[config.mk]
export PLATFORM = sky130hd
export DESIGN_NAME = fifo_rptr_empty
export DESIGN_NICKNAME = d
export VERILOG_FILES = /design/src/rtl/fifo_pkg.sv /design/src/rtl/fifo_gray2bin.sv /design/src/rtl/fifo_rptr_empty.sv
export SDC_FILE = /design/constraint.sdc
export NUM_CORES = 1
export LEC_CHECK = 0
export ABC_AREA = 1
export BUFFER_PORTS_ARGS = -buffer_cell sky130_fd_sc_hd__clkbuf_2
export CAP_MARGIN = 0
export CORE_MARGIN = 4
export CORE_UTILIZATION = 51
export DETAILED_ROUTE_END_ITERATION = 10
export PLACE_DENSITY = 0.8
export SYNTH_ARGS = -nofsm -noshare
export SYNTH_HDL_FRONTEND = slang
export SYNTH_SLANG_ARGS = --single-unit
[constraint.sdc]
create_clock -name rclk -period 2.81 [get_ports rclk]
set_input_delay 0.281 -clock rclk [delete_from_list [all_inputs] [get_ports rclk]]
set_output_delay 0.281 -clock rclk [all_outputs]
set_load 0.02 [all_outputs]
[src/rtl/fifo_pkg.sv]
// Shared helpers for the async FIFO pointer controllers: Gray/binary
// conversion and the default address width.
package fifo_pkg;

  localparam int FIFO_ASIZE = 4;

  function automatic logic [31:0] bin2gray(input logic [31:0] bin);
    return bin ^ (bin >> 1);
  endfunction

  function automatic logic [31:0] gray2bin(input logic [31:0] gray);
    logic [31:0] bin;
    bin = '0;
    for (int i = 0; i < 32; i++) begin
      bin[i] = ^(gray >> i);
    end
    return bin;
  endfunction

endpackage

[src/rtl/fifo_gray2bin.sv]
// Combinational Gray-to-binary converter: each binary bit is the XOR of
// all Gray bits at and above its position.
module fifo_gray2bin #(
  parameter int WIDTH = 5
) (
  input  logic [WIDTH-1:0] gray,
  output logic [WIDTH-1:0] bin
);

  // XOR-prefix from the MSB down
  always_comb begin
    bin = '0;
    for (int i = 0; i < WIDTH; i++) begin
      bin[i] = ^(gray >> i);
    end
  end

endmodule

[src/rtl/fifo_rptr_empty.sv]
// Read-side pointer and flag controller of the async FIFO. Runs entirely
// in the read clock domain against a write pointer that has already been
// synchronized into rclk, so every flag is pessimistic: it can only lag
// the true write position, never report data that is absent.
module fifo_rptr_empty
  import fifo_pkg::*;
#(
  parameter int ASIZE     = FIFO_ASIZE,
  parameter int AEMPTY_TH = 2
) (
  input  logic             rclk,
  input  logic             rrst,
  input  logic             rinc,
  input  logic [ASIZE:0]   r_wptr,
  output logic [ASIZE:0]   rptr,
  output logic [ASIZE-1:0] raddr,
  output logic             rempty,
  output logic             r_aempty,
  output logic [ASIZE:0]   r_level,
  output logic             r_underflow
);

  localparam logic [ASIZE:0] AEMPTY_LIM = AEMPTY_TH[ASIZE:0];

  logic [ASIZE:0] rbin_q, rbin_d;
  logic [ASIZE:0] rptr_q, rptr_d;
  logic [ASIZE:0] level_q, level_d;
  logic           rempty_q, rempty_d;
  logic           aempty_q, aempty_d;
  logic           underflow_q, underflow_d;
  logic [ASIZE:0] wbin;
  logic           rd_en;

  fifo_gray2bin #(
    .WIDTH (ASIZE + 1)
  ) u_wptr_g2b (
    .gray (r_wptr),
    .bin  (wbin)
  );

  // Next pointer and flag values; level is computed against the pointer
  // after this cycle's read so a concurrent read and write cancel out.
  always_comb begin
    rd_en       = rinc & ~rempty_q;
    rbin_d      = rbin_q + {{ASIZE{1'b0}}, rd_en};
    rptr_d      = rbin_d ^ (rbin_d >> 1);
    level_d     = wbin - rbin_d;
    rempty_d    = (rptr_d == r_wptr);
    aempty_d    = (level_d <= AEMPTY_LIM);
    underflow_d = rinc & rempty_q;
  end

  // State registers; reset discards everything and ignores rinc
  always_ff @(posedge rclk) begin
    if (rrst) begin
      rbin_q      <= '0;
      rptr_q      <= '0;
      level_q     <= '0;
      rempty_q    <= 1'b1;
      aempty_q    <= 1'b1;
      underflow_q <= 1'b0;
    end else begin
      rbin_q      <= rbin_d;
      rptr_q      <= rptr_d;
      level_q     <= level_d;
      rempty_q    <= rempty_d;
      aempty_q    <= aempty_d;
      underflow_q <= underflow_d;
    end
  end

  assign rptr        = rptr_q;
  assign raddr       = rbin_q[ASIZE-1:0];
  assign rempty      = rempty_q;
  assign r_aempty    = aempty_q;
  assign r_level     = level_q;
  assign r_underflow = underflow_q;

endmodule

## After elaboration in Yosys (flattened, before gate mapping)

Cells that the tools add are included.

| storage, ports and cells | value |
|---|---|
| register bits | 18 |
| bits in latches | 0 |
| bits in writable memories | 0 |
| bits in read-only memories | 0 |
| input bits | 8 |
| output and inout port bits | 17 |
| word-level logic and storage cells | 19 |
| memories | 0 |

| cells by class | value |
|---|---|
| add/sub/neg operators | 2 |
| multipliers | 0 |
| div/mod/pow operators | 0 |
| $lt $le $gt $ge | 1 |
| equal/unequal tests | 1 |
| shift-type cells | 0 |
| muxes and demuxes | 0 |
| bitwise logic cells | 4 |
| reduce and logical (&&, ||, !) cells | 5 |

Operator list:

| operator | count |
|---|---|
| 5-bit parity | 5 |
| 5-bit by 1-bit adder with 5-bit output | 1 |
| 5-bit == test | 1 |
| 5-bit by 2-bit <= comparator with 1-bit output (second input constant) | 1 |
| 5-bit subtractor | 1 |
| 5-bit by 4-bit bitwise XOR with 5-bit output | 1 |
| 1-bit AND | 2 |
| 1-bit NOT | 1 |

## Longest topological paths before layout

Gate-level depths: netlist of run 1.

| logic depth | value |
|---|---|
| word-level depth | 5 |
| mapped depth | 17 |

## Hierarchy

From an unflattened synthesis of run 1, not the netlist that was laid out.

| unflattened totals | value |
|---|---|
| cell total of the unflattened synthesis | 183 |
| area total of the unflattened synthesis | 1,151.1 µm² |

By module, submodules not included:

| module | times used | cells each | area an instance (µm²) | sequential area each (µm²) |
|---|---|---|---|---|
| fifo_rptr_empty | 1 | 162 | 1,033.5 | 340.3 |
| fifo_gray2bin | 1 | 21 | 117.6 | 0.0 |

## Least setup slack after synthesis of run 1

No wires, ideal clock.

| path | value |
|---|---|
| kind | reg-to-reg |
| start point | register rempty_q (netlist: rempty) |
| end point | register aempty_q (netlist: r_aempty) |
| setup time | 0.113 ns |
| arrival time | 2.018 ns |
| path slack | 0.679 ns |
| cell stages (with the launch flop) | 17 |
| path buffers | 0 |
| cells stage by stage | dfxtp_1 nor2_1 ha_1 ha_1 inv_1 nand3_4 nand2_1 inv_1 ha_1 inv_1 nand2_2 nand3_2 nand2_2 nand2_1 nand2_1 nor2_2 nor2_2 |

| on the way | value |
|---|---|
| longest elaborated chain between the ends | 5 |

RTL lines:

| element | RTL line | source |
|---|---|---|
| start, declared | fifo_rptr_empty.sv:28 | `logic rempty_q, rempty_d;` |
| start signal, assigned | fifo_rptr_empty.sv:66 | `rempty_q <= rempty_d;` |
| 1-bit NOT | fifo_rptr_empty.sv:44 | `rd_en = rinc & ~rempty_q;` |
| 1-bit AND | fifo_rptr_empty.sv:44 |  |
| 5-bit by 1-bit adder with 5-bit output | fifo_rptr_empty.sv:45 | `rbin_d = rbin_q + {{ASIZE{1'b0}}, rd_en};` |
| named net rbin_d[1] | fifo_rptr_empty.sv:25 | `logic [ASIZE:0] rbin_q, rbin_d;` |
| 5-bit subtractor | fifo_rptr_empty.sv:47 | `level_d = wbin - rbin_d;` |
| 5-bit by 2-bit <= comparator with 1-bit output | fifo_rptr_empty.sv:49 | `aempty_d = (level_d <= AEMPTY_LIM);` |
| end signal, assigned | fifo_rptr_empty.sv:67 | `aempty_q <= aempty_d;` |
| end, declared | fifo_rptr_empty.sv:29 | `logic aempty_q, aempty_d;` |

The timed path passes the listed nets, and every way through them passes these cells.
A chain may end at the register's enable or synchronous reset.

## Worst setup path in the final report of run 1

Same ends and word-level chain as after synthesis.

==> key figures, run 1 <==
Synth
  • Post-synth top area cell: dfxtp_1
  • Yosys warning count: 0
  • Area contributors post-synth: dfxtp_1 33%, nand2_1 12%, xor2_1 7.8%
  • Distinct cells, synth: 18
  • Seq/Total Area, Yosys: between 30% and 40%
  • Syn Area/Cell: about 7.2 um^2
  • Post-Synthesis Cell Area: between 1000 and 1500 um^2
  • Share of the synthesized area in the top cell type: between 30% and 40%
  • Number of synthesized register bits: 17
  • Syn nets: between 150 and 200
  • Synth Instances: around 140

Die
  • Die extent in x: around 53 um
  • Starting Density: a little under three fifths
  • I/O Pins: 25
  • Core area: ~1800 um^2
  • Die Y: 52.6 um
  • Die area: ~2800 um^2
  • Row Count: 15

Power and ir drop
  • Tot Pwr: approximately 0.57 mW
  • Net Sw Frac: 33.4%
  • Internal power: 0.379 mW
  • Cell Pwr Density: 478 nW/um^2
  • VDD IR max: about 240 uV
  • Flop pwr share: 46.9%
  • Net Sw Power: between 0.15 and 0.2 mW
  • Clk pwr share: 21.8%
  • Pleak: ~0.66 nW
  • Gate power share: between 30% and 40%

Route
  • Final wirelength: 1990 um
  • Routed Antenna Nets: 0
  • Iteration-0 DRC Markers: 11
  • Total number of vias: 923
  • DRT met1 WL: between 800 and 900 um
  • WL met2: slightly above 1000 um
  • Vias/cell: approximately 4.8
  • DR DRC count: 0
  • DR WL/cell: a little over 10 um
  • TritonRoute pass-1 iters: 6
  • DR WL met3: 98 um
  • Top layer used by detailed routing: met4

Worst setup path
  • Crit-path slowest cell: ha_1
  • FF-to-FF End: r_aempty$_SDFF_PP1_
  • Crit path kind: flop to flop
  • CP endpoint: r_aempty$_SDFF_PP1_
  • Crit Path Max Fanout: 5
  • Worst Reg-to-Reg Cells: 16
  • Worst EP required: 3000 ps
  • Critical path startpoint: rempty$_SDFF_PP1_
  • Crit path depth: 16
  • R2R Path Start: rempty$_SDFF_PP1_
  • Worst path cell trace: nor2_1, ha_1, ha_1, inv_1, nand3_4, nand2_1, inv_1, ha_1, inv_1, nand2_2, nand3_2, nand2_2, nand2_1, nand2_1, nor2_2, nor2_2
  • Critical Path End Type: flop
  • Worst Setup Start Kind: flop
  • Crit path largest cell delay: between 300 and 400 ps
  • CP arrival: 2370 ps
  • Top delay family on crit path: adder cells
  • CP Buf/Inv Count: 3
  • Register-to-register setup slack: approximately 630 ps

Finish
  • Antenna Cells: 0
  • Commonest non-fill, non-tap cell in the layout: nand2_1
  • Most frequent cells in the layout: 33 x nand2_1, 24 x clkbuf_2, 19 x inv_1, 19 x nor2_1, 17 x dfxtp_1
  • Non-filler cells, final: ~190
  • Nets@finish: between 150 and 200
  • P&R area growth vs syn: 17.1%
  • Share of cells above drive strength 1: ~31%

Hold path
  • Min-Delay Path Depth: 3
  • Hold Crit Class: primary input to flop

Timing
  • Max-slew violation count: 0
  • Final Setup Violations: 0
  • WHS: a little over 200 ps
  • Fmax: roughly 0.46 GHz
  • Setup TNS: 0 ps
  • Min Tclk post-route: between 2000 and 2500 ps
  • Worst Max-Slew Pin Slew: approximately 250 ps
  • RSZ-0062 raised after global routing: false
  • Final hold violations: 0
  • Tcrit/Tclk final: 77.7%
  • Rel. slew slack: between 80% and 90%
  • Setup Skew: around 1.9 ps
  • Final WS setup: 628 ps

Global route
  • Largest net degree at the start of global routing: 14
  • First-pass GRT wire length: roughly 3400 um
  • Vias in the first global route: around 840
  • Gr usage total: about 16%
  • Overflow after GRT: 0
  • Initial antenna violation count: 0

Clock network
  • Clk buf depth: 2
  • Post-cts resize count: 0
  • Worst-Skew Late Latency: roughly 280 ps
  • Clock transition at the registers of the reported paths: roughly 90 ps
  • Cts hold-fix bufs: 0
  • H-tree depth: 1
  • Num CTS Buffers: 3
  • CTS Sinks: 17
  • CTS tree: done
  • Root buffer cell: clkbuf_4
  • Post-CTS Setup Bufs: 0

Job
  • Max_cap viols: 0

Outcome
  • Status: complete, no violations

Placement
  • Port-buffer cells: 24
  • DP Cell Count: about 190
  • Gpl congestion: 0.861
  • Post-DP HPWL: approximately 1700 um
  • Pre-CTS setup slack: around 580 ps
[per-stage QoR]
stage	util, %	area, um^2
floorplan	-	1020
global placement	64.6	1160
detailed placement	64.6	1160
CTS	66.0	1190
global route	66.0	1190
finish	66.0	1190
[sequential cells by signal, indices dropped and copies added, names as in the netlist]
name and count:
rbin_q 5, rptr 4, r_underflow 1, r_level 5
rempty 1, r_aempty 1
[worst min path at each step]
stage                                  from                endpoint
after global routing                   rinc  r_underflow$_SDFF_PP0_
after global placement    rempty$_SDFF_PP1_  r_underflow$_SDFF_PP0_
after floorplan                        rrst      rptr[2]$_SDFF_PP0_
after detailed placement  rempty$_SDFF_PP1_  r_underflow$_SDFF_PP0_
final                                  rinc  r_underflow$_SDFF_PP0_
after CTS                              rinc  r_underflow$_SDFF_PP0_
[power by group through the flow]
stage | Combinational, mW | Clock (mW) | Sequential (mW)
6_report | 0.178 | 0.124 | 0.267
5_1_grt | 0.199 | 0.136 | 0.269
4_1_cts | 0.179 | 0.126 | 0.267
3_5_place_dp | 0.178 | 0 | 0.273
3_3_place_gp | 0.173 | 0 | 0.272
2_1_floorplan | 0.104 | 0 | 0.299
[per-layer routing]
| layer | up-vias | GRT usage (%) |
|---|---|---|
| met3 | 4 | 1.99 |
| met1 | 408 | 18.6 |
| li1 | 484 | - |
| met2 | 27 | 29.5 |
| met5 | - | 0 |
| met4 | 0 | 7.23 |
[cell families after synthesis]
family                   count (synthesis)  share of synthesized area, %
adder cells (fa/ha/maj)                  5                          6.16
XOR/XNOR                                11                          10.2
AND/OR/NAND/NOR                         84                          41.1
flip-flops                              17                          33.5
buffers and inverters                   23                          8.50
AO/OA/AOI/OAI                            1                         0.492
[synth_stat cells (all sizes together)]
library cell  instances
clkbuf                1
ha                    5
nand3                12
inv                  22
nand2                45
xor2                  9
dfxtp                17
nand4                 3
nor2                 24
xnor2                 2
a21oi                 1
[worst register-to-register path: cells and delay by family (launching register included)]
family | cells | cell delay (ps)
buf+inv | 3 | 260
flops | 1 | 350
simple gates | 10 | 730
fa+ha+maj | 3 | 750
[cell type report]
| cell class | count | area, um^2 |
|---|---|---|
| inverter | 22 | 82.6 |
| multi-input combinational | 101 | 589 |
| sequential | 17 | 340 |
| timing repair buffer | 24 | 120 |
| clock buffer | 4 | 26.3 |
| fill | 155 | 612 |
| tap | 25 | 31.3 |
Power figures use the tool's default switching activity.
==> run 2, diff against run 1 <==
clock period = 2.1 ns   (was 2.81 ns; I/O delays follow)
==> run 2 against run 1 <==
First-iteration DRC count unchanged. Clock power grew 40%. Setup slack worse by 480 ps. Routed wire length is 14% higher. Clock skew is 1.2 ps lower. Combinational power up 41%. Final area grew 4.5%. Final cell count grew 2.6%. Via count grew 1.6%. Critical path type unchanged. Critical endpoint unchanged. Largest cell class unchanged. Highest routed layer unchanged.
==> key figures, run 2 (synthesized netlist as in run 1, its figures left out) <==
Outcome
  • Status: complete, no violations (unchanged)

Route
  • Vias/cell: 4.74 (was 4.78)
  • Total number of vias: 938 (was 923)
  • Iteration-0 DRC Markers: 11 (unchanged)
  • DR WL/cell: 11.4 um (was 10.3 um)
  • TritonRoute pass-1 iters: 4 (was 6)
  • Final wirelength: 2270 um (was 1990 um)
  • Routed Antenna Nets: 0 (unchanged)
  • DR DRC count: 0 (unchanged)

Timing
  • Max-slew violation count: 0 (unchanged)
  • Tcrit/Tclk final: 93.2% (was 77.7%)
  • WHS: 120 ps (was 207 ps)
  • Final hold violations: 0 (unchanged)
  • Final Setup Violations: 0 (unchanged)
  • Worst Max-Slew Pin Slew: 270 ps (was 252 ps)
  • Final WS setup: 143 ps (was 628 ps)
  • Min Tclk post-route: 1960 ps (was 2180 ps)
  • Rel. slew slack: 82.0% (was 83.1%)
  • Fmax: 0.511 GHz (was 0.458 GHz)
  • Setup Skew: 0.753 ps (was 1.94 ps)

Hold path
  • Hold Crit Class: primary input to flop (unchanged)
  • Min-Delay Path Depth: 3 (unchanged)

Clock network
  • CTS Sinks: 17 (unchanged)
  • Num CTS Buffers: 3 (unchanged)
  • Clk buf depth: 2 (unchanged)
  • Clock transition at the registers of the reported paths: 90 ps (about the same)
  • CTS tree: done (unchanged)
  • Worst-Skew Late Latency: 290 ps (was 280 ps)
  • Cts hold-fix bufs: 0 (unchanged)
  • H-tree depth: 1 (unchanged)
  • Root buffer cell: clkbuf_4 (unchanged)

Worst setup path
  • Crit path kind: flop to flop (unchanged)
  • Worst Setup Start Kind: flop (unchanged)
  • CP endpoint: r_aempty$_SDFF_PP1_ (unchanged)
  • Worst Reg-to-Reg Cells: 16 (unchanged)
  • Register-to-register setup slack: 140 ps (was 630 ps)
  • CP arrival: 2150 ps (was 2370 ps)
  • Critical Path End Type: flop (unchanged)
  • FF-to-FF End: r_aempty$_SDFF_PP1_ (unchanged)
  • Crit Path Max Fanout: 3 (was 5)
  • R2R Path Start: rempty$_SDFF_PP1_ (unchanged)
  • Critical path startpoint: rempty$_SDFF_PP1_ (unchanged)
  • Worst EP required: 2300 ps (was 3000 ps)

Finish
  • Nets@finish: 187 (was 182)
  • Most frequent cells in the layout: 33 x nand2_1, 24 x clkbuf_2, 19 x nor2_1 (was 33 x nand2_1, 24 x clkbuf_2, 19 x inv_1, 19 x nor2_1, 17 x dfxtp_1)
  • Share of cells above drive strength 1: 35.3% (was 31.0%)
  • Antenna Cells: 0 (unchanged)
  • Final core utilization: 69.0% (was 66.0%)
  • P&R area growth vs syn: 22.4% (was 17.1%)
  • Commonest non-fill, non-tap cell in the layout: nand2_1 (unchanged)

Placement
  • Port-buffer cells: 24 (unchanged)
  • Pre-CTS setup slack: 7.16 ps (was 575 ps)
  • Post-DP HPWL: 1790 um (was 1690 um)
  • Gpl congestion: 0.859 (was 0.861)

Die
  • Die area: 2770 um^2 (unchanged)
  • I/O Pins: 25 (unchanged)
  • Core area: 1800 um^2 (unchanged)
  • Die Y: 52.6 um (unchanged)
  • Die extent in x: 52.6 um (unchanged)
  • Row Count: 15 (unchanged)
  • Starting Density: 56.4% (unchanged)

Global route
  • Vias in the first global route: 839 (unchanged)
  • Initial antenna violation count: 0 (unchanged)
  • Largest net degree at the start of global routing: 14 (unchanged)
  • First-pass GRT wire length: 3480 um (was 3370 um)
  • Overflow after GRT: 0 (unchanged)
  • Gr usage total: 17.5% (was 16.2%)

Job
  • Max_cap viols: 0 (unchanged)

Power and ir drop
  • Cell Pwr Density: 630 nW/um^2 (was 478 nW/um^2)
  • Clk pwr share: 22.1% (was 21.8%)
  • Net Sw Frac: 34.1% (was 33.4%)
  • Tot Pwr: 0.783 mW (was 0.569 mW)
  • Internal power: 0.516 mW (was 0.379 mW)
  • VDD IR max: 330 uV (was 238 uV)
  • Pleak: 0.678 nW (was 0.657 nW)
  • Gate power share: 32.1% (was 31.3%)
  • Net Sw Power: 0.267 mW (was 0.190 mW)
  • Flop pwr share: 45.9% (was 46.9%)
-- run 2: how the worst min path moves through the flow --
stage,startpoint,slack (ps),endpoint
floorplan,rrst,280,rptr[2]$_SDFF_PP0_
global placement,rinc,430,r_underflow$_SDFF_PP0_
detailed placement,rinc,430,r_underflow$_SDFF_PP0_
CTS,rinc,120,r_underflow$_SDFF_PP0_
global route,rinc,140,r_underflow$_SDFF_PP0_
finish,rinc,120,r_underflow$_SDFF_PP0_
-- run 2: what timing repair did --
item                       in CTS  in global routing
resized for setup               0                  3
setup endpoints to repair       0                  2
buffers inserted                0                  1
-- run 2: final cells by class --
class                      instances  area, um^2
sequential                        17         342
clock buffer                       4        26.3
inverter                          22        82.6
fill                             164         558
multi-input combinational        101         604
tap                               25        31.3
timing repair buffer              29         158
-- run 2: critical path: stages, from the launching register on --
cell and delay (ps):
dfxtp_2 330, nor2_1 100, ha_2 220, ha_4 220
inv_2 80, nand3_4 70, nand2_1 70, inv_1 40
ha_1 170, inv_1 80, nand2_2 70, nand3_2 60
nand2_2 60, nand2_1 60, nand2_1 60, nor2_2 120
nor2_2 50
-- run 2: power groups by stage --
stage               Clock (mW)  Combinational, mW  Sequential (mW)
detailed placement           0              0.244            0.367
global placement             0              0.238            0.364
CTS                      0.175              0.248            0.359
global route             0.191              0.278            0.363
floorplan                    0              0.139            0.400
finish                   0.173              0.251            0.359
-- run 2: per-stage QoR --
stage	TNS, ps	instance area (um^2)	std cells
global route	-1.22	1240	198
global placement	0	1190	193
CTS	0	1220	197
detailed placement	0	1190	193
floorplan	0	1020	141
finish	0	1240	198
-- run 2: metal layers --
layer | up-vias | track usage (%) | share of wire, %
li1 | 493 | - | -
met1 | 409 | 19.6 | 44
met2 | 27 | 30.0 | 48
met3 | 9 | 2.85 | 3.8
met4 | 0 | 11.9 | 3.5
met5 | - | 0 | 0
==> run 3, diff against run 2 <==
SETUP_SLACK_MARGIN = 0.4   (was not set)
==> run 3 against run 2 <==
Via count is 8.6% higher. Sequential cell count unchanged. Count of clock-buffer cells in the layout shrank 1. Clock skew about the same. Worst hold slack better by 3.3 ps. Critical path depth shrank 1. Die area is the same. Register-to-register slack better by 100 ps. Critical endpoint unchanged.
==> key figures, run 3 (synthesized netlist as in run 1, its figures left out) <==
Outcome
  • Status: complete, no violations (unchanged)

Finish
  • Most frequent cells in the layout: 28 x nand2_1, 24 x clkbuf_2, 17 x nor2_1 (was 33 x nand2_1, 24 x clkbuf_2, 19 x nor2_1)
  • Area of the multi-input gates: 694 um^2 (was 604 um^2)
  • Antenna Cells: 0 (unchanged)
  • Non-filler cells, final: 203 (was 198)
  • Commonest non-fill, non-tap cell in the layout: nand2_1 (unchanged)
  • Share of cells above drive strength 1: 48.3% (was 35.3%)
  • Final core utilization: 76.5% (was 69.0%)
  • Register area: 345 um^2 (was 342 um^2)
  • Fillers: 127 (was 164)
  • Nets@finish: 192 (was 187)
  • Post-route cell area: 1380 um^2 (was 1240 um^2)
  • P&R area growth vs syn: 35.7% (was 22.4%)

Die
  • Row Count: 15 (unchanged)
  • Core area: 1800 um^2 (unchanged)
  • Starting Density: 56.4% (unchanged)
  • Die Y: 52.6 um (unchanged)
  • I/O Pins: 25 (unchanged)
  • Die extent in x: 52.6 um (unchanged)
  • Die area: 2770 um^2 (unchanged)

Worst setup path
  • Crit path kind: flop to flop (unchanged)
  • Critical Path End Type: flop (unchanged)
  • Crit-path slowest cell: dfxtp_4 (was dfxtp_2)
  • Most frequent CP cell: ha_4 (was nand2_1)
  • Worst Setup Start Kind: flop (unchanged)
  • Crit path largest cell delay: 360 ps (was 330 ps)
  • CP arrival: 2100 ps (was 2150 ps)
  • Crit Path Max Fanout: 3 (unchanged)
  • Worst path cell trace: nor2_4, ha_4, ha_4, inv_2, nand2_2, nand2_4, ha_4, inv_2, nor2_1, nand3_1, nand2_1, nand2_1, nand3_2, nand2_2, nor2_2 (was nor2_1, ha_2, ha_4, inv_2, nand3_4, nand2_1, inv_1, ha_1, inv_1, nand2_2, nand3_2, nand2_2, nand2_1, nand2_1, nor2_2, nor2_2)
  • Worst EP required: 2340 ps (was 2300 ps)

Timing
  • Final WS setup: 247 ps (was 143 ps)
  • Final Setup Violations: 0 (unchanged)
  • Fmax: 0.540 GHz (was 0.511 GHz)
  • RSZ-0062 raised after global routing: true
  • Final hold violations: 0 (unchanged)
  • Rel. slew slack: 79.6% (was 82.0%)
  • WHS: 123 ps (was 120 ps)
  • Setup TNS: 0 ps (unchanged)
  • Worst Max-Slew Pin Slew: 304 ps (was 270 ps)
  • Max-slew violation count: 0 (unchanged)
  • Min Tclk post-route: 1850 ps (was 1960 ps)
  • Tcrit/Tclk final: 88.2% (was 93.2%)
  • Setup Skew: 1.17 ps (was 0.753 ps)

Global route
  • Initial antenna violation count: 0 (unchanged)
  • First-pass GRT wire length: 3960 um (was 3480 um)
  • Overflow after GRT: 0 (unchanged)
  • Vias in the first global route: 914 (was 839)
  • Gr usage total: 19.8% (was 17.5%)
  • Largest net degree at the start of global routing: 14 (unchanged)

Clock network
  • CTS Sinks: 17 (unchanged)
  • Root buffer cell: clkbuf_4 (unchanged)
  • Clk buf depth: 2 (unchanged)
  • Cts hold-fix bufs: 0 (unchanged)
  • CTS tree: done (unchanged)
  • Worst-Skew Late Latency: 290 ps (about the same)
  • Clock transition at the registers of the reported paths: 100 ps (was 90 ps)
  • Num CTS Buffers: 3 (unchanged)
  • H-tree depth: 1 (unchanged)

Power and ir drop
  • Pleak: 0.708 nW (was 0.678 nW)
  • Tot Pwr: 0.834 mW (was 0.783 mW)
  • VDD IR max: 426 uV (was 330 uV)
  • Cell Pwr Density: 605 nW/um^2 (was 630 nW/um^2)

Job
  • Max_cap viols: 0 (unchanged)

Placement
  • Gpl congestion: 0.848 (was 0.859)
  • DP Area: 1200 um^2 (was 1190 um^2)
  • Port-buffer cells: 24 (unchanged)
  • Post-DP HPWL: 1790 um (about the same)
  • DP Cell Count: 189 (was 193)
  • Pre-CTS setup slack: 38.8 ps (was 7.16 ps)

Route
  • TritonRoute pass-1 iters: 4 (unchanged)
  • Vias/cell: 5.02 (was 4.74)
  • Final wirelength: 2550 um (was 2270 um)
  • Total number of vias: 1,019 (was 938)
  • Iteration-0 DRC Markers: 26 (was 11)
  • DR WL/cell: 12.5 um (was 11.4 um)
  • Routed Antenna Nets: 0 (unchanged)
  • DR DRC count: 0 (unchanged)

Hold path
  • Hold Crit Class: primary input to flop (unchanged)
==> run 3: path summary, 6_finish.rpt <==
path	from	cells after the start	slack (ps)	to
max	rempty$_SDFF_PP1_	15	250	r_aempty$_SDFF_PP1_
max reg2reg	rempty$_SDFF_PP1_	15	250	r_aempty$_SDFF_PP1_
min reg2reg	rempty$_SDFF_PP1_	3	610	r_underflow$_SDFF_PP0_
min	rinc	3	120	r_underflow$_SDFF_PP0_
==> run 3: power breakdown <==
part | switching (mW) | internal [mW]
combinational | 0.181 | 0.119
clock | 0.104 | 0.0710
sequential | 0.0100 | 0.349
total | 0.295 | 0.539
==> run 3: cell type report <==
cell class | count | share of cell area, %
Inverter | 22 | 6.17
Tap cell | 25 | 2.27
Multi-Input combinational cell | 101 | 50.4
Sequential cell | 17 | 25.0
Timing Repair Buffer | 34 | 14.2
Clock inverter | 1 | 0.363
Clock buffer | 3 | 1.63
==> run 3: what timing repair did <==
action,CTS,global route
pin swaps,13,9
endpoints found under the setup margin,6,6
gates resized for setup,8,9
cloned,0,0
buffers inserted,7,3
==> run 3: routing by layer <==
layer  track usage [%]  vias up  part of all wire, %
met2              36.0       26                   51
met4              12.3        0                  3.3
met5                 0        -                    0
li1                  -      503                    -
met1              21.7      483                   42
met3              1.71        7                  3.0
==> run 3: critical path, delay by kind of cell (launching register included) <==
| family | cells | cell delay [ps] |
|---|---|---|
| and+or+nand+nor | 10 | 810 |
| adders and majority gates | 3 | 560 |
| buffers and inverters | 2 | 70 |
| DFF | 1 | 360 |
